$ cat src/rtl/hack_boot_loader.sv
// hack_boot_loader: byte-serial, length-prefixed loader for the Hack instruction ROM; holds the CPU in reset until loaded.
// Defining HACK_BOOT_CHECKSUM_EN adds a trailing 16-bit word-sum check (SUM_HI/SUM_LO) before release.
module hack_boot_loader #(
  parameter int ADDR_W    = 15,
  parameter bit AUTO_BOOT = 1'b1
) (
  input  logic              clk,
  input  logic              reset,
  input  logic              boot_start,
  input  logic [7:0]        rx_data,
  input  logic              rx_valid,
  output logic              rx_ready,
  output logic              rom_we,
  output logic [ADDR_W-1:0] rom_addr,
  output logic [15:0]       rom_data,
  output logic              cpu_reset,
  output logic              busy,
  output logic              done,
  output logic              err
);

  localparam logic [3:0] IDLE    = 4'd0;
  localparam logic [3:0] LEN_HI  = 4'd1;
  localparam logic [3:0] LEN_LO  = 4'd2;
  localparam logic [3:0] DATA_HI = 4'd3;
  localparam logic [3:0] DATA_LO = 4'd4;
  localparam logic [3:0] RUN     = 4'd5;
  localparam logic [3:0] ERROR   = 4'd6;
`ifdef HACK_BOOT_CHECKSUM_EN
  localparam logic [3:0] SUM_HI  = 4'd7;
  localparam logic [3:0] SUM_LO  = 4'd8;
  localparam logic [3:0] LOAD_END = SUM_HI;
`else
  localparam logic [3:0] LOAD_END = RUN;
`endif

  localparam logic [31:0] DEPTH = 32'd1 << ADDR_W;

  logic [3:0]      state;
  logic [ADDR_W:0] cnt;
  logic [15:0]     len_q;
  logic [7:0]      hi_q;
  logic            receiving;
  logic            take;
  logic            start;
`ifdef HACK_BOOT_CHECKSUM_EN
  logic [15:0]     sum_q;
`endif

  // N == DEPTH is still legal: the counter carries one extra bit for it.
  function automatic logic len_over(input logic [15:0] n);
    return {16'd0, n} > DEPTH;
  endfunction

  function automatic logic last_word(input logic [ADDR_W:0] c, input logic [15:0] n);
    return (32'(c) + 32'd1) == {16'd0, n};
  endfunction

  always_comb begin
    receiving = 1'b0;
    case (state)
      LEN_HI, LEN_LO, DATA_HI, DATA_LO: receiving = 1'b1;
`ifdef HACK_BOOT_CHECKSUM_EN
      SUM_HI, SUM_LO:                   receiving = 1'b1;
`endif
      default:                          receiving = 1'b0;
    endcase
  end

  always_comb begin
    start = 1'b0;
    case (state)
      IDLE:       start = AUTO_BOOT || boot_start;
      RUN, ERROR: start = boot_start;
      default:    start = 1'b0;
    endcase
  end

  assign take      = rx_valid && receiving;
  assign rx_ready  = receiving;
  assign busy      = receiving;
  assign cpu_reset = (state != RUN);
  assign done      = (state == RUN);
  assign err       = (state == ERROR);

  always_ff @(posedge clk) begin
    if (reset) begin
      state    <= IDLE;
      cnt      <= '0;
      len_q    <= '0;
      hi_q     <= '0;
      rom_we   <= 1'b0;
      rom_addr <= '0;
      rom_data <= '0;
`ifdef HACK_BOOT_CHECKSUM_EN
      sum_q    <= '0;
`endif
    end else begin
      rom_we <= 1'b0;
      if (start) begin
        state <= LEN_HI;
        cnt   <= '0;
`ifdef HACK_BOOT_CHECKSUM_EN
        sum_q <= '0;
`endif
      end else if (take) begin
        case (state)
          LEN_HI: begin
            len_q[15:8] <= rx_data;
            state       <= LEN_LO;
          end
          LEN_LO: begin
            len_q[7:0] <= rx_data;
            if ({len_q[15:8], rx_data} == 16'd0)      state <= LOAD_END;
            else if (len_over({len_q[15:8], rx_data})) state <= ERROR;
            else                                        state <= DATA_HI;
          end
          DATA_HI: begin
            hi_q  <= rx_data;
            state <= DATA_LO;
          end
          DATA_LO: begin
            rom_we   <= 1'b1;
            rom_addr <= cnt[ADDR_W-1:0];
            rom_data <= {hi_q, rx_data};
            cnt      <= cnt + 1'b1;
`ifdef HACK_BOOT_CHECKSUM_EN
            sum_q    <= sum_q + {hi_q, rx_data};
`endif
            state    <= last_word(cnt, len_q) ? LOAD_END : DATA_HI;
          end
`ifdef HACK_BOOT_CHECKSUM_EN
          SUM_HI: begin
            hi_q  <= rx_data;
            state <= SUM_LO;
          end
          SUM_LO: begin
            state <= ({hi_q, rx_data} == sum_q) ? RUN : ERROR;
          end
`endif
          default: state <= state;
        endcase
      end
    end
  end

endmodule
$ cat config.mk
export PLATFORM = sky130hd
export DESIGN_NAME = hack_boot_loader
export DESIGN_NICKNAME = d
export VERILOG_FILES = /design/src/rtl/hack_boot_loader.sv
export SDC_FILE = /design/constraint.sdc
export NUM_CORES = 1
export LEC_CHECK = 0
export CORE_MARGIN = 2
export CORE_UTILIZATION = 49
export DETAILED_ROUTE_END_ITERATION = 12
export PLACE_DENSITY = 0.75
export SLEW_MARGIN = 15
export SYNTH_ARGS = -nofsm -noshare
export SYNTH_HDL_FRONTEND = slang
export SYNTH_SLANG_ARGS = --single-unit
export TNS_END_PERCENT = 20
$ cat constraint.sdc
create_clock -name clk -period 2 [get_ports clk]
set_clock_uncertainty 0.15 [all_clocks]
set_input_delay 0.4 -clock clk [delete_from_list [all_inputs] [get_ports clk]]
set_output_delay 0.4 -clock clk [all_outputs]
set_load 0.02 [all_outputs]
After elaboration in Yosys (flattened, before gate mapping):

Index checks and enable logic that the tools add are counted.

* memory bits (read-only): 0
* output and inout bits: 37
* register bits: 76
* memory bits (writable): 0
* memories: 0
* latch bits: 0

* div/mod/pow operators: 0
* $mul: 0
* reduce and logical (&&, ||, !) cells: 17
* $add $sub $neg: 2
* multiplexer cells: 9
* eq/ne operators: 8
* bitwise operators: 2
* magnitude comparators: 1
* shift-type cells: 0

Operators by type and width (number)
* 16-bit by 1-bit adder with 17-bit output, second input constant: 1
* 17-bit by 16-bit == test with 1-bit output: 1
* 16-bit by 1-bit adder with 16-bit output, second input constant: 1
* 16-bit > comparator, second input constant: 1
* 16-bit zero test: 1
* 4-bit one-hot mux with 4 select lines: 1
* 4-bit by 3-bit == test with 1-bit output, second input constant: 3
* 3-bit AND reduction: 4
* 3-bit 2-to-1 mux: 3
* 4-bit by 2-bit == test with 1-bit output, second input constant: 2
* 2-bit AND reduction: 3
* 5-bit nonzero test: 1
* 4-bit by 1-bit == test with 1-bit output, second input constant: 1
* 4-bit zero test: 1
* 1-bit 2-to-1 mux: 4
* 4-bit by 3-bit != test with 1-bit output, second input constant: 1
* 4-bit nonzero test: 1
* 2-bit OR reduction: 2
* 4-bit OR reduction: 1
* 3-bit OR reduction: 1
* 1-bit NOT: 2
* 1-bit one-hot mux with 2 select lines: 1
* 2-bit nonzero test: 1
* 1-bit logical AND: 1

Depth between registers and ports, before layout:

Gate-level depths: netlist of the first run.

* depth in word-level cells: 6
* gate-level depth with buffers: 8
* depth with buffers taken out: 7

Worst setup path after synthesis of the first run:

OpenSTA, ideal clock, no wires.

* path kind: reg2reg
* start point: reg cnt[1]
* end point: reg state[1]
* required time: 1717 ps
* arrival time: 1752 ps
* setup slack: -35 ps
* buffers on the path: 0
* stages on the path, launching flop included: 8
* path through: dfxtp_1 > ha_1 > nand3_1 > a211oi_1 > a22oi_1 > a2111oi_1 > and4b_1 > a21oi_1

* longest elaborated chain between the ends: 4

RTL lines
* start, declared: line 40 `logic [ADDR_W:0] cnt;`
* start signal, assigned: line 126 `cnt <= cnt + 1'b1;`
* 16-bit by 1-bit adder with 17-bit output: line 56 `return (32'(c) + 32'd1) == {16'd0, n};`
* 17-bit by 16-bit == test with 1-bit output: line 56
* 3-bit 2-to-1 mux: line 130 `state <= last_word(cnt, len_q) ? LOAD_END : DATA_HI;`
* 4-bit one-hot mux with 4 select lines: line 107 `case (state)`
* end signal, assigned: line 130
* end signal, assigned: line 141 `default: state <= state;`
* end, declared: line 39 `logic [3:0] state;`

No other way between the ends. The select of a mux whose other input is x is not followed.
A chain may end at the register's enable or synchronous reset.

Final worst setup path of the first run:

* start point: reg cnt[7]
* end point: reg state[1]

The elaborated chain is that of the path after synthesis.

==> metrics.md, run 1 <==
| Metric | Value |
|---|---|
| Sequential area share after synthesis | between 40% and 50% |
| Proportion of synthesized area in mux cells | 0.287% |
| # fillers | 574 |
| Synth top area cells | dfxtp_1 43%, nand2_1 14%, a21oi_1 8.7% |
| Pin count of the biggest net entering global routing | 58 |
| First-pass GRT wire length | 15,400 µm |
| PortBufs | 48 |
| Top routing layer used | met4 |
| Status | finished with violations |
| # rows | 30 |
| PD cells | slightly below 600 nW/µm² |
| #FFs+latches synth | 75 |
| Remaining Overflow, GRT | 0 |
| Metal-1 WL | approximately 4100 µm |
| WP data required | between 2 and 2.5 ns |
| ANT nets after route | 0 |
| Worst slew pin tran | ~0.6 ns |
| Post-Place Cells | roughly 640 |
| Synth Area in Adders | less than 1% |
| Non-Filler Instances | between 600 and 700 |
| Nets | between 500 and 600 |
| Failing checks | setup timing |
| I/O pin count | 49 |
| Post-Synthesis Cells | 448 |
| Syn Nets | between 400 and 500 |
| DRC | 0 |
| Top_reg_cell synth | dfxtp_1 |
| CP top delay family | simple AND/OR/NAND/NOR gates |
| Synthesis warning total | 0 |
| Logic gate share of total power | under 10% |
| Post-CTS Setup Bufs | 0 |
| Simple-Gate Fraction of Synth Area | around 28% |
| R2R depth | 7 |
| Initial Utilization | 51.1% |
| Max cap viols | 0 |
| Setup ws final | -0.0185 ns |
| Routed wire length | 9480 µm |
| Via Count | approximately 3,500 |
| Sequential share of power | a little over half |
| Metal3 WL | between 500 and 600 µm |
| R2r startpoint | cnt[7] |
| Die Wd | roughly 88 µm |
| Final setup viols | 2 |
| Peak supply drop | 0.491 mV |
| Area of the mapped netlist | 3490 µm² |
| Worst min-delay path startpoint | hi_q[7] |
| F_max | ~500 MHz |
| Levels on crit path | 7 |
| Post-synth ARST share | 0% |
| CTS Sinks | 75 |
| Die Height | 88.4 µm |
| Total net switching power | around 0.76 mW |
| Crit-path max cell delay | 0.39 ns |
| Min-delay worst type | reg -> reg |
| Tmin final | approximately 2.0 ns |
| Core ar. | ~6800 µm² |
| Vias in the first global route | between 3,000 and 4,000 |
| Max_slew headroom | between 60% and 70% |
| Fin. Hold Viols | 0 |
| Largest family of logic cells by synthesized area | simple AND/OR/NAND/NOR gates |
| CP max stage cell | dfxtp_2 |
| Final worst path period share | 101% |
| Post-route cell area | 4780 µm² |
| Hpwl dp | 6890 µm |
| Share of the synthesized area in the top cell type | a little over two fifths |
| Area leader, netlist | dfxtp_1 |
| Unrepaired setup endpoints after global routing | yes |
| TritonCTS clock tree | done |
| Avg Cell Area, Syn | roughly 7.8 µm² |
| Critical Path, Cell by Cell | buf_4 > nand2_1 > nor4_1 > o21ai_0 > a221oi_2 > and4b_1 > a21oi_1 |
| Synth top cells by count | 127 x nand2_1, 75 x dfxtp_1, 61 x a21oi_1 |
| Multi-input logic area | ~1900 µm² |
| Element type at the critical path end | flip-flop |
| Number of diodes | 0 |
| Cell Area, Placed | ~4500 µm² |
| Flop2flop setup slack | -0.02 ns |
| DRT Pass-1 Iters | 5 |
| Drt via density | 5.35 |
| Synth unique cells | 52 |
| FF/Latch Area | between 1500 and 2000 µm² |
| Tot GR Track Use | approximately 26% |
| Critical Path AT | about 2.1 ns |
| Critical Path Start Type | flip-flop |
| Fin. max-slew vios | 0 |
| Hold-fix buffers, CTS | 0 |
| R2r endpoint | state[1] |
| Internal power | ~2.1 mW |
| Buffers from clock root to sink, at most | 2 |
| Clk pin slew, worst setup/hold paths | 0.09 ns |
| Initial antenna violation count | 0 |
| Post-DR wirelength/cell | ~15 µm |
| Hold_ws | between 0.3 and 0.4 ns |
| Gpl congestion | between 0.9 and 1 |
| Leak | 1.73 nW |
| Later-pin clock latency in the skew report | ~0.36 ns |
| Crit Path Category | reg -> reg |
| Sw frac | between 20% and 30% |
| Clock power share | 39.3% |
| Hold path endpoint | rom_data[15] |
| Fraction of layout cells with a size suffix above 1 | around 23% |
| Finished Core Util | a little over two thirds |
| Post-synth EDFFs | 0 |
| Synth Area in Compound Gates | approximately 14% |
| Most common cell in the netlist | nand2_1 |
| H-Tree Depth | 3 |
| DR iter-0 viols | 235 |
| DR WL met2 | roughly 4600 µm |
| Die area | 7820 µm² |
| CTS Buf Count | 9 |
| Synth Area in XOR/XNOR | approximately 8.0% |
| Clk root buf | clkbuf_8 |
| Layout area overhead | 37.0% |
| Crit path buf inv count | 1 |
| Hold Crit Depth | 2 |
| Crit-path max FO | 5 |
==> through the flow <==
step / setup WS, ns / power, mW / TNS (ns)
after floorplan: -0.0112 / 1.65 / -0.0112
after global placement: -0.130 / 1.75 / -0.288
after detailed placement: -0.185 / 1.75 / -0.537
after CTS: -0.0183 / 2.84 / -0.0515
after global routing: -0.109 / 2.92 / -0.300
final: -0.0185 / 2.82 / -0.0195
==> metal layers <==
| layer | GRT usage, % | vias to the layer above |
|---|---|---|
| met5 | 0 | - |
| li1 | - | 1722 |
| met4 | 12.0 | 0 |
| met2 | 43.2 | 110 |
| met1 | 32.8 | 1643 |
| met3 | 4.38 | 21 |
==> power groups by stage <==
stage	clock [mW]	sequential, mW	combinational, mW
finish	1.11	1.52	0.196
floorplan	0	1.55	0.103
CTS	1.13	1.52	0.192
global route	1.19	1.52	0.213
detailed placement	0	1.56	0.193
global placement	0	1.56	0.191
==> cells in the final DEF (no fill, tap or decap), types with 6 or more instances in the layout <==
cell / Yosys / layout
nand2_1: 127 / 127
buf_4: 8 / 76
dfxtp_1: 75 / 62
a21oi_1: 61 / 61
clkdlybuf4s50_1: 0 / 42
nor2_1: 27 / 27
xnor2_1: 21 / 20
xor2_1: 11 / 11
nand3_1: 10 / 9
clkbuf_8: 0 / 9
dfxtp_2: 0 / 8
o21ai_0: 6 / 6
==> how the worst max path moves through the flow <==
stage               slack, ns        to       start
floorplan               -0.01  state[1]      cnt[1]
global placement        -0.13  state[2]  rx_data[0]
detailed placement      -0.18  state[2]  rx_data[0]
CTS                     -0.02  rx_ready    state[2]
global route            -0.11  state[1]      cnt[7]
finish                  -0.02  state[1]      cnt[7]
==> flip-flops by register name, summed over array words and instances, names as in the netlist <==
name      cells
rom_we        1
rom_addr     15
cnt          16
hi_q          8
len_q        16
state         3
rom_data     16
==> area by class of cell <==
| type | instances | area share (%) |
|---|---|---|
| multi-input combinational | 336 | 39.3 |
| clock inverter | 7 | 1.23 |
| inverter | 5 | 0.392 |
| timing repair buffer | 125 | 21.9 |
| clock buffer | 9 | 2.59 |
| sequential | 75 | 32.0 |
| tap | 96 | 2.51 |
==> tightest hold or removal path: stages, from the launching register on <==
cell	delay (ns)
dfxtp_1	0.32
nand2_1	0.05
a21oi_1	0.05
==> logic make-up (layout without fill, tap and decap cells) <==
family,after synthesis,count (layout)
compound gates,87,87
xor+xnor,32,32
fa+ha+maj,2,2
buf+inv,37,146
flops,75,75
mux,1,1
simple gates,214,214
==> timing repair <==
action                     4_1_cts  5_1_grt
gates cloned                     0        0
setup endpoints to repair        7        5
pin swaps                        0        7
resized for setup               23       21
No activity file was read; power rests on OpenSTA's default activity.
==> run 2, diff against run 1 <==
--- a/config.mk
+++ b/config.mk
@@ -5,8 +5,10 @@
 export SDC_FILE = /design/constraint.sdc
 export NUM_CORES = 1
 export LEC_CHECK = 0
-export CORE_MARGIN = 2
+export CORE_ASPECT_RATIO = 0.8
+export CORE_MARGIN = 1
 export CORE_UTILIZATION = 49
+export CTS_CLUSTER_DIAMETER = 150
 export DETAILED_ROUTE_END_ITERATION = 12
 export PLACE_DENSITY = 0.75
 export SLEW_MARGIN = 15
==> run 2 against run 1 <==
The run still ends with setup timing left. Power grew 6.0%. Critical path depth is 1 higher. Worst setup slack better by 0.013 ns. Combinational power increased by 5%. Via count down 1.8%. Sequential power barely moved. Worst hold slack better by 0.0011 ns. Global-route usage up 0.81 points. Clock power grew 14%. Non-clock buffer count down 5. Maximum frequency rose by 0.67%. Critical path type unchanged. Critical endpoint is now state[2].
==> metrics.md, run 2 (synthesis gave the netlist of run 1 again) <==
| Metric | Value |
|---|---|
| Final worst path period share | 100% (was 101%) |
| Commonest cells after routing, fill and taps aside | 127 x nand2_1, 72 x buf_4, 62 x dfxtp_1 (was 127 x nand2_1, 76 x buf_4, 62 x dfxtp_1) |
| Max cap viols | 0 (unchanged) |
| # rows | 27 (was 30) |
| Clk pin slew, worst setup/hold paths | 0.08 ns (was 0.09 ns) |
| Tmin final | 2.01 ns (was 2.02 ns) |
| Final setup viols | 2 (unchanged) |
| Die Wd | 96.4 µm (was 88.4 µm) |
| First-pass GRT wire length | 15,300 µm (was 15,400 µm) |
| Number of diodes | 0 (unchanged) |
| DRC | 0 (unchanged) |
| Remaining Overflow, GRT | 0 (unchanged) |
| CTS Sinks | 75 (unchanged) |
| DRT Pass-1 Iters | 4 (was 5) |
| Later-pin clock latency in the skew report | 0.34 ns (was 0.36 ns) |
| Vias in the first global route | 3,204 (was 3,280) |
| Failing checks | setup timing (unchanged) |
| Buffers from clock root to sink, at most | 2 (unchanged) |
| DR iter-0 viols | 185 (was 235) |
| Core ar. | 6890 µm² (was 6830 µm²) |
| Die area | 7470 µm² (was 7820 µm²) |
| Status | finished with violations (unchanged) |
| I/O pin count | 49 (unchanged) |
| Hpwl dp | 7080 µm (was 6890 µm) |
| Min-delay worst type | reg -> reg (unchanged) |
| Tot GR Track Use | 26.7% (was 25.9%) |
| PD cells | 626 nW/µm² (was 589 nW/µm²) |
| Die Height | 77.5 µm (was 88.4 µm) |
| Initial Utilization | 50.7% (was 51.1%) |
| Pin count of the biggest net entering global routing | 58 (unchanged) |
| Critical Path AT | 2.10 ns (was 2.12 ns) |
| CTS Buf Count | 9 (unchanged) |
| Worst slew pin tran | 0.560 ns (was 0.596 ns) |
| # fillers | 604 (was 574) |
| Setup ws final | -0.00515 ns (was -0.0185 ns) |
| H-Tree Depth | 3 (unchanged) |
| F_max | 499 MHz (was 495 MHz) |
| Fraction of layout cells with a size suffix above 1 | 23.2% (about the same) |
| TritonCTS clock tree | done (unchanged) |
| Drt via density | 5.38 (was 5.35) |
| Leak | 1.74 nW (was 1.73 nW) |
| Gpl congestion | 0.866 (was 0.922) |
| PortBufs | 48 (unchanged) |
| Peak supply drop | 0.373 mV (was 0.491 mV) |
| Initial antenna violation count | 0 (unchanged) |
| Fin. max-slew vios | 0 (unchanged) |
| WP data required | 2.09 ns (was 2.10 ns) |
| Crit-path max FO | 4 (was 5) |
| Routed wire length | 9550 µm (was 9480 µm) |
| Design Power | 2.99 mW (was 2.82 mW) |
| Fin. Hold Viols | 0 (unchanged) |
| Element type at the critical path end | flip-flop (unchanged) |
| Clk root buf | clkbuf_8 (unchanged) |
| ANT nets after route | 0 (unchanged) |
| Hold-fix buffers, CTS | 0 (unchanged) |
| Via Count | 3,434 (was 3,496) |
| Max_slew headroom | 62.6% (was 60.3%) |
| Nets | 561 (was 566) |
| Commonest non-fill, non-tap cell in the layout | nand2_1 (unchanged) |
| Layout area overhead | 36.8% (was 37.0%) |
| Post-DR wirelength/cell | 15.0 µm (was 14.5 µm) |
| Setup WS pre-CTS | -0.178 ns (was -0.185 ns) |
| Critical Path Start Type | flip-flop (unchanged) |
| Unrepaired setup endpoints after global routing | yes (unchanged) |
| Biggest regs | cnt (16), len_q (16), rom_data (16) (unchanged) |
| Crit Path Category | reg -> reg (unchanged) |
==> run 2: cell count changes in the layout (fill, tap and decap cells not counted), sizes merged <==
cell	before	now
clkbuf	10	12
inv	8	5
clkdlybuf4s15	1	0
clkinvlp	4	0
clkinv	0	3
dlygate4sd2	1	0
bufinv	0	2
buf	80	75
dlygate4sd1	0	1
==> run 2: final timing paths <==
| path | from | endpoint | slack (ns) | cells past startpoint |
|---|---|---|---|---|
| worst max-delay path | cnt[0] | state[2] | -0.005 | 8 |
| worst min register to register | hi_q[5] | hi_q[5] | 0.31 | 2 |
| worst max register to register | cnt[0] | state[2] | -0.005 | 8 |
| worst min-delay path | hi_q[5] | hi_q[5] | 0.31 | 2 |
==> run 2: critical path, stage by stage (launching register included) <==
cell and delay [ns]:
dfxtp_4 0.37, ha_2 0.18, nand3_1 0.12, buf_4 0.17, or2_2 0.27, a22oi_2 0.17, a2111oi_2 0.08, and4b_1 0.23
o21a_1 0.17
==> run 2: where the power goes <==
group          total, mW  switching (mW)  internal, mW
clock network       1.27           0.572         0.695
registers           1.52          0.0155          1.50
logic              0.205           0.111        0.0939
total               2.99           0.698          2.29
==> run 2: stage by stage <==
step                      cells  instance area, µm²  hold slack (ns)  TNS (ns)  utilization, %
final                       638                4770            0.306   -0.0102            69.3
after detailed placement    622                4450            0.296     -2.25            64.6
after CTS                   637                4670            0.307    -0.121            67.7
after floorplan             448                3490            0.282   -0.0112               -
after global routing        638                4770            0.325    -0.210            69.3
after global placement      622                4450            0.292    -0.839            64.6
==> run 2: final cells by class <==
type                            instances  area [µm²]  share of cell area [%]
Multi-Input combinational cell        336        1920                    40.2
Sequential cell                        75        1530                    31.9
Timing Repair Buffer                  120         995                    20.8
Clock buffer                           10         128                    2.67
Tap cell                               87         109                    2.28
Clock inverter                          5        78.8                    1.65
Inverter                                5        18.8                   0.393
==> run 2: metal layers <==
metal	wire length (µm)	vias to the layer above	GRT usage (%)
li1	-	1701	-
met1	4530	1618	35.9
met2	4420	103	42.5
met3	478	12	5.49
met4	125	0	8.82
met5	0	-	0
==> run 2: repair_timing <==
action / in CTS / in global routing
cloned: 0 / 0
endpoints found under the setup margin: 7 / 6
pin swaps: 0 / 7
gates resized for setup: 19 / 32
setup buffers: 0 / 1
